**src/rtl/ifetch_pkg.sv**
```systemverilog
// Shared types for the instruction-fetch prefetch buffer: CPU-side and ROM-side FSM
// state encodings plus the Avalon OKAY response code.
package ifetch_pkg;

  typedef enum logic [1:0] {
    C_IDLE = 2'd0,
    C_WAIT = 2'd1,
    C_RESP = 2'd2
  } cpu_state_e;

  typedef enum logic [1:0] {
    M_IDLE    = 2'd0,
    M_READ    = 2'd1,
    M_DISCARD = 2'd2
  } mem_state_e;

  localparam logic [1:0] RESP_OKAY = 2'b00;

endpackage

```
**src/rtl/ifetch_fifo.sv**
```systemverilog
// First-word-fall-through FIFO holding prefetched {err,data} words; clear empties it
// in one cycle and wins over a simultaneous push.
module ifetch_fifo #(
  parameter int DEPTH = 4,
  parameter int W     = 33
) (
  input  logic                     clk,
  input  logic                     rst_n,
  input  logic                     push_i,
  input  logic                     pop_i,
  input  logic                     clear_i,
  input  logic [W-1:0]             wdata_i,
  output logic [W-1:0]             rdata_o,
  output logic [$clog2(DEPTH):0]   count_o
);

  localparam int PW = $clog2(DEPTH);

  logic [W-1:0]  mem_q [DEPTH];
  logic [PW-1:0] wr_q, rd_q;
  logic [PW:0]   cnt_q;

  always_ff @(posedge clk or negedge rst_n) begin
    if (!rst_n) begin
      wr_q  <= '0;
      rd_q  <= '0;
      cnt_q <= '0;
    end else if (clear_i) begin
      wr_q  <= '0;
      rd_q  <= '0;
      cnt_q <= '0;
    end else begin
      if (push_i) wr_q <= wr_q + PW'(1);
      if (pop_i)  rd_q <= rd_q + PW'(1);
      case ({push_i, pop_i})
        2'b10:   cnt_q <= cnt_q + (PW+1)'(1);
        2'b01:   cnt_q <= cnt_q - (PW+1)'(1);
        default: cnt_q <= cnt_q;
      endcase
    end
  end

  // Storage carries no reset; occupancy is tracked by the pointers alone.
  always_ff @(posedge clk) begin
    if (push_i && !clear_i) mem_q[wr_q] <= wdata_i;
  end

  assign rdata_o = mem_q[rd_q];
  assign count_o = cnt_q;

endmodule

```
**src/rtl/ifetch_prefetch_buffer.sv**
```systemverilog
// Instruction prefetch buffer between a valid/ready CPU port and an Avalon ROM port.
// Define IFETCH_STATS_EN to add saturating hit/miss counters (stat_hits, stat_misses).
module ifetch_prefetch_buffer
  import ifetch_pkg::*;
#(
  parameter int AW    = 10,
  parameter int DEPTH = 4
`ifdef IFETCH_STATS_EN
  ,
  parameter int CNT_W = 32
`endif
) (
  input  logic          clk,
  input  logic          rst_n,
  input  logic          cpu_valid,
  input  logic [31:0]   cpu_addr,
  output logic          cpu_ready,
  output logic [31:0]   cpu_rdata,
  output logic          cpu_err,
  input  logic          flush,
  output logic [AW-1:0] mem_address,
  output logic          mem_read,
  input  logic [31:0]   mem_readdata,
  input  logic [1:0]    mem_response,
  input  logic          mem_waitrequest
`ifdef IFETCH_STATS_EN
  ,
  output logic [CNT_W-1:0] stat_hits,
  output logic [CNT_W-1:0] stat_misses
`endif
);

  localparam int CW = $clog2(DEPTH) + 1;

  cpu_state_e    cst_q;
  mem_state_e    mst_q;
  logic [AW-1:0] head_q, fetch_q, mem_address_q;
  logic          mem_read_q, ready_q, err_q;
  logic [31:0]   rdata_q;

  logic [AW-1:0] req_word;
  logic [32:0]   f_rdata;
  logic [CW-1:0] f_count;
  logic          f_push, f_pop, f_clear, f_empty, f_full;
  logic          req, hit, miss, issue;
  logic          unused_addr;

  assign req_word    = cpu_addr[AW+1:2];
  assign unused_addr = ^{cpu_addr[31:AW+2], cpu_addr[1:0]};

  assign f_empty = (f_count == '0);
  assign f_full  = (f_count == CW'(DEPTH));
  // A request arriving together with flush is left for the next cycle.
  assign req     = (cst_q == C_IDLE) && cpu_valid && !flush;
  assign hit     = req && !f_empty && (req_word == head_q);
  assign miss    = req && !hit;
  assign f_clear = flush || miss;
  assign f_push  = (mst_q == M_READ) && !mem_waitrequest && !f_clear;
  assign f_pop   = hit || ((cst_q == C_WAIT) && !f_empty && !flush);
  assign issue   = (mst_q == M_IDLE) && !f_full && !f_clear;

  ifetch_fifo #(.DEPTH(DEPTH), .W(33)) u_fifo (
    .clk     (clk),
    .rst_n   (rst_n),
    .push_i  (f_push),
    .pop_i   (f_pop),
    .clear_i (f_clear),
    .wdata_i ({mem_response != RESP_OKAY, mem_readdata}),
    .rdata_o (f_rdata),
    .count_o (f_count)
  );

  // ROM side: one read in flight; an abandoned read is still waited out in M_DISCARD.
  always_ff @(posedge clk or negedge rst_n) begin
    if (!rst_n) begin
      mst_q         <= M_IDLE;
      mem_read_q    <= 1'b0;
      mem_address_q <= '0;
      fetch_q       <= '0;
    end else begin
      if (miss)        fetch_q <= req_word;
      else if (f_push) fetch_q <= fetch_q + AW'(1);
      case (mst_q)
        M_IDLE: if (issue) begin
          mst_q         <= M_READ;
          mem_read_q    <= 1'b1;
          mem_address_q <= fetch_q;
        end
        M_READ: if (!mem_waitrequest) begin
          mst_q      <= M_IDLE;
          mem_read_q <= 1'b0;
        end else if (f_clear) begin
          mst_q <= M_DISCARD;
        end
        M_DISCARD: if (!mem_waitrequest) begin
          mst_q      <= M_IDLE;
          mem_read_q <= 1'b0;
        end
        default: mst_q <= M_IDLE;
      endcase
    end
  end

  // CPU side; after a flush the head follows fetch_addr so buffer contents stay contiguous.
  always_ff @(posedge clk or negedge rst_n) begin
    if (!rst_n) begin
      cst_q   <= C_IDLE;
      head_q  <= '0;
      ready_q <= 1'b0;
      err_q   <= 1'b0;
      rdata_q <= '0;
    end else begin
      ready_q <= 1'b0;
      if (flush)                head_q <= fetch_q;
      else if (miss)            head_q <= req_word;
      else if (cst_q == C_RESP) head_q <= head_q + AW'(1);
      case (cst_q)
        C_IDLE: if (hit) begin
          cst_q   <= C_RESP;
          ready_q <= 1'b1;
          rdata_q <= f_rdata[31:0];
          err_q   <= f_rdata[32];
        end else if (miss) begin
          cst_q <= C_WAIT;
        end
        C_WAIT: if (flush) begin
          cst_q <= C_IDLE;
        end else if (!f_empty) begin
          cst_q   <= C_RESP;
          ready_q <= 1'b1;
          rdata_q <= f_rdata[31:0];
          err_q   <= f_rdata[32];
        end
        C_RESP:  cst_q <= C_IDLE;
        default: cst_q <= C_IDLE;
      endcase
    end
  end

  assign cpu_ready   = ready_q;
  assign cpu_rdata   = rdata_q;
  assign cpu_err     = err_q;
  assign mem_read    = mem_read_q;
  assign mem_address = mem_address_q;

`ifdef IFETCH_STATS_EN
  logic [CNT_W-1:0] hits_q, misses_q;

  function automatic logic [CNT_W-1:0] sat_inc(input logic [CNT_W-1:0] v);
    return (&v) ? v : v + CNT_W'(1);
  endfunction

  always_ff @(posedge clk or negedge rst_n) begin
    if (!rst_n) begin
      hits_q   <= '0;
      misses_q <= '0;
    end else begin
      if (hit)  hits_q   <= sat_inc(hits_q);
      if (miss) misses_q <= sat_inc(misses_q);
    end
  end

  assign stat_hits   = hits_q;
  assign stat_misses = misses_q;
`endif

endmodule

```
**config.mk**
```make
export PLATFORM = sky130hd
export DESIGN_NAME = ifetch_prefetch_buffer
export DESIGN_NICKNAME = d
export VERILOG_FILES = /design/src/rtl/ifetch_pkg.sv /design/src/rtl/ifetch_fifo.sv /design/src/rtl/ifetch_prefetch_buffer.sv
export SDC_FILE = /design/constraint.sdc
export NUM_CORES = 1
export LEC_CHECK = 0
export ABC_CLOCK_PERIOD_IN_PS = 6500
export BUFFER_PORTS_ARGS = -buffer_cell sky130_fd_sc_hd__buf_2
export CAP_MARGIN = 25
export CORE_MARGIN = 5
export CORE_UTILIZATION = 41
export CTS_CLUSTER_DIAMETER = 80
export DETAILED_ROUTE_END_ITERATION = 16
export PLACE_DENSITY = 0.66
export REMOVE_ABC_BUFFERS = 1
export SETUP_SLACK_MARGIN = 0.05
export SKIP_CTS_REPAIR_TIMING = 1
export SYNTH_ARGS = -nofsm -noshare
export SYNTH_HDL_FRONTEND = slang
export SYNTH_SLANG_ARGS = --single-unit
```
**constraint.sdc**
```tcl
create_clock -name clk -period 6.5 [get_ports clk]
set_input_delay 0.325 -clock clk [delete_from_list [all_inputs] [get_ports clk]]
set_output_delay 0.325 -clock clk [all_outputs]
set_load 0.03 [all_outputs]
```
==> qor.yml <==
synth:
  synth_xor_area_share_pct: 2.88
  yosysSeqAreaShare_pct: 69.0
  synth_area_leaders: "edfxtp_1, dfrtp_1, mux4_2"
  yosysTopAreaCell: "edfxtp_1"
  yosys_warnings: 0
  synth.area.mux_share_pct: 16.3
  yosys_register_bits: 208
  async_flop_share_pct: 36.5
  ys.flop_type: "edfxtp_1"
  synth_cells: 496
  synth_top_family_by_area: "multiplexers"
  netlist_area_um2: 8500
  synth-simple-area-share_pct: 4.87
  synth_edf_count: 132
  synth_cell_type_count: 44
  synth-adder-area-share_pct: 1.56
  synth-compound-area-share_pct: 3.84
  synth.avg_cell_area_um2: 17.1
  synth_top_area_share_pct: 46.6
drt:
  routed_wl_um: 17000
  ant_nets: 0
  dr.pass1.iters: 5
  routedWlPerCell_um: 19.3
  dr_total_vias: 4592
  first_iter_violations: 150
  vias_per_cell: 5.19
  drc: 0
global_route:
  grt_max_degree: 57
  antenna_found_initial: 2
  grt_pass1_vias: 4929
  track_usage_pct: 14.3
  grt_pass1_wl_um: 27100
  gr-total-overflow: 0
sta:
  worst_pin_slew_ns: 1.14
  fin_skew_ns: 0.0124
  drv_slew: 0
  tns_ns: 0
  rsz0062_at_grt: "false"
  timing.hold.ws_ns: 0.0236
  fmax_ghz: 0.307
  finalSetupViolCount: 0
  period_needed_ns: 3.25
  timing.final.hold_violations: 0
  fin_crit_sh_pct: 50.0
  slew_headroom_pct: 23.8
finish:
  n_antenna_cell: 0
  design_area_um2: 10000
  layout.cells.non_filler: 884
  fin_util_pct: 49.3
  drive_above_1_share_pct: 36.2
  nNetsFinal: 678
  area.growth.synth_to_final_pct: 17.7
  fillers: 1730
floorplan:
  die_area_um2: 23700
  start_util_pct: 41.9
  die_y_um: 154
  die_x_um: 154
  num_rows: 52
  num_io_pins: 116
  coreArea_um2: 20300
flow_run:
  drv_cap: 0
place:
  dp_cells: 839
  gp_congestion: 0.812
  dp_hpwl_um: 10500
  placed_area_um2: 9280
  io_buffers: 93
setup_path:
  rrSetupSlack_ns: 3.25
  worst_setup_path_start_kind: "flop"
  critical_path_required_ns: 6.88
  critical_path_class: "reg2reg"
  cp-end-kind: "flop"
  cp.arrival_ns: 3.63
  path_max_fanout: 13
cts:
  path_clk_slew_ns: 0.05
  htreeDepth: 1
  cts_tree: "done"
  cts_sinks: 208
  clockBufferDepth: 3
  clkLatencyLatePin_ns: 0.52
  numCtsBuffers: 23
  cts_root_buf: "clkbuf_16"
worst_hold_path:
  min_path_type: "in2reg"
power:
  powerDensity_nw_per_um2: 389
  p_leak_uw: 0.00382
  ir_worst_vdd_mv: 0.286
outcome:
  outcome: "finished, final reports clean"
==> power breakdown <==
part	switching [uW]	leakage [uW]	internal, uW	total (uW)
combinational	542	0.00134	361	903
sequential	154	0.00213	1620	1770
clock	505	0.000345	714	1220
==> synthesized netlist by cell type (2+ instances only) <==
library cell / instances
ha_1: 9
dfrtp_1: 76
inv_1: 8
or2_2: 3
o31ai_1: 7
buf_4: 3
a21oi_1: 14
nor2_1: 21
a22oi_1: 6
a221oi_1: 2
nor2b_1: 3
a2bb2oi_1: 2
xor2_1: 18
nand2_1: 19
edfxtp_1: 132
and4_1: 2
o21ai_0: 6
nand3_1: 5
nand2b_1: 3
and3_1: 9
mux2i_1: 11
clkbuf_1: 17
a21boi_0: 3
nand4_1: 5
mux2_2: 47
buf_2: 4
xnor2_1: 10
mux4_2: 33
nor4_1: 2
or3_1: 2
==> cells in the final DEF (no fill, tap or decap), types with 7 or more instances in the layout <==
master	n
buf_2	92
mux4_2	33
ha_1	9
inv_1	8
mux2_2	47
nor2_1	21
mux2i_1	11
o31ai_1	7
dfrtp_1	74
xor2_1	18
xnor2_1	10
edfxtp_1	132
clkbuf_1	11
clkbuf_16	23
a21oi_1	14
nand2_1	18
==> cell families after synthesis <==
logic type | Yosys count
flip-flops | 208
adder cells (fa/ha/maj) | 10
XOR/XNOR | 28
multiplexers | 91
buffers and inverters | 32
AO/OA/AOI/OAI | 48
AND/OR/NAND/NOR | 79
==> critical path, cell delays in order, from the launching register on <==
cell and delay (ns):
dfrtp_1 0.43, xor2_1 0.18, nor4_1 0.50, nand3_1 0.47
nand2_2 0.50, a21boi_0 0.31, fa_1 0.47, or3b_1 0.19
a21oi_1 0.06
==> area by class of cell <==
class | instances | area, um^2 | area share [%]
multi-input cells | 256 | 2510 | 25.1
clock inverters | 7 | 77.6 | 0.775
well taps | 270 | 338 | 3.38
repair buffers | 100 | 556 | 5.55
flip-flops and latches | 208 | 5870 | 58.6
clock buffers | 35 | 631 | 6.30
inverters | 8 | 30.0 | 0.300
==> worst paths after layout <==
check | endpoint | start | cells past startpoint
setup reg to reg | u_fifo.count_o[1]$_DFFE_PN0P_ | head_q[1]$_DFFE_PN0P_ | 8
min in group asynchronous | cpu_rdata[14]$_DFFE_PN0P_ | rst_n | 2
hold / removal | u_fifo.mem_q[3][28]$_DFFE_PP_ | mem_readdata[28] | 1
max in group asynchronous | u_fifo.rd_q[1]$_DFFE_PN0P_ | rst_n | 3
setup / recovery | u_fifo.count_o[1]$_DFFE_PN0P_ | head_q[1]$_DFFE_PN0P_ | 8
hold reg to reg | cpu_rdata[0]$_DFFE_PN0P_ | cpu_rdata[0]$_DFFE_PN0P_ | 1
==> through the flow <==
stage / power [uW] / setup WS (ns)
global placement: 2670 / 2.72
floorplan: 2400 / 3.11
global route: 4090 / 2.97
finish: 3900 / 3.25
detailed placement: 2710 / 3.01
CTS: 3950 / 2.97
==> state kept, by name, summed over array words and instances, names as in the netlist <==
name            flops
u_fifo.mem_q      132
cpu_rdata          32
fetch_q            10
head_q             10
mem_address        10
u_fifo.count_o      3
cst_q               2
mst_q               2
u_fifo.rd_q         2
u_fifo.wr_q         2
cpu_err             1
cpu_ready           1
mem_read            1
==> per-layer routing <==
layer	up-vias	GRT usage (%)	routed length, um
li1	2115	-	-
met1	2323	18.4	6990
met2	113	23.6	8460
met3	37	4.19	1110
met4	4	4.42	443
met5	-	0	23
No activity file was read; power rests on OpenSTA's default activity.
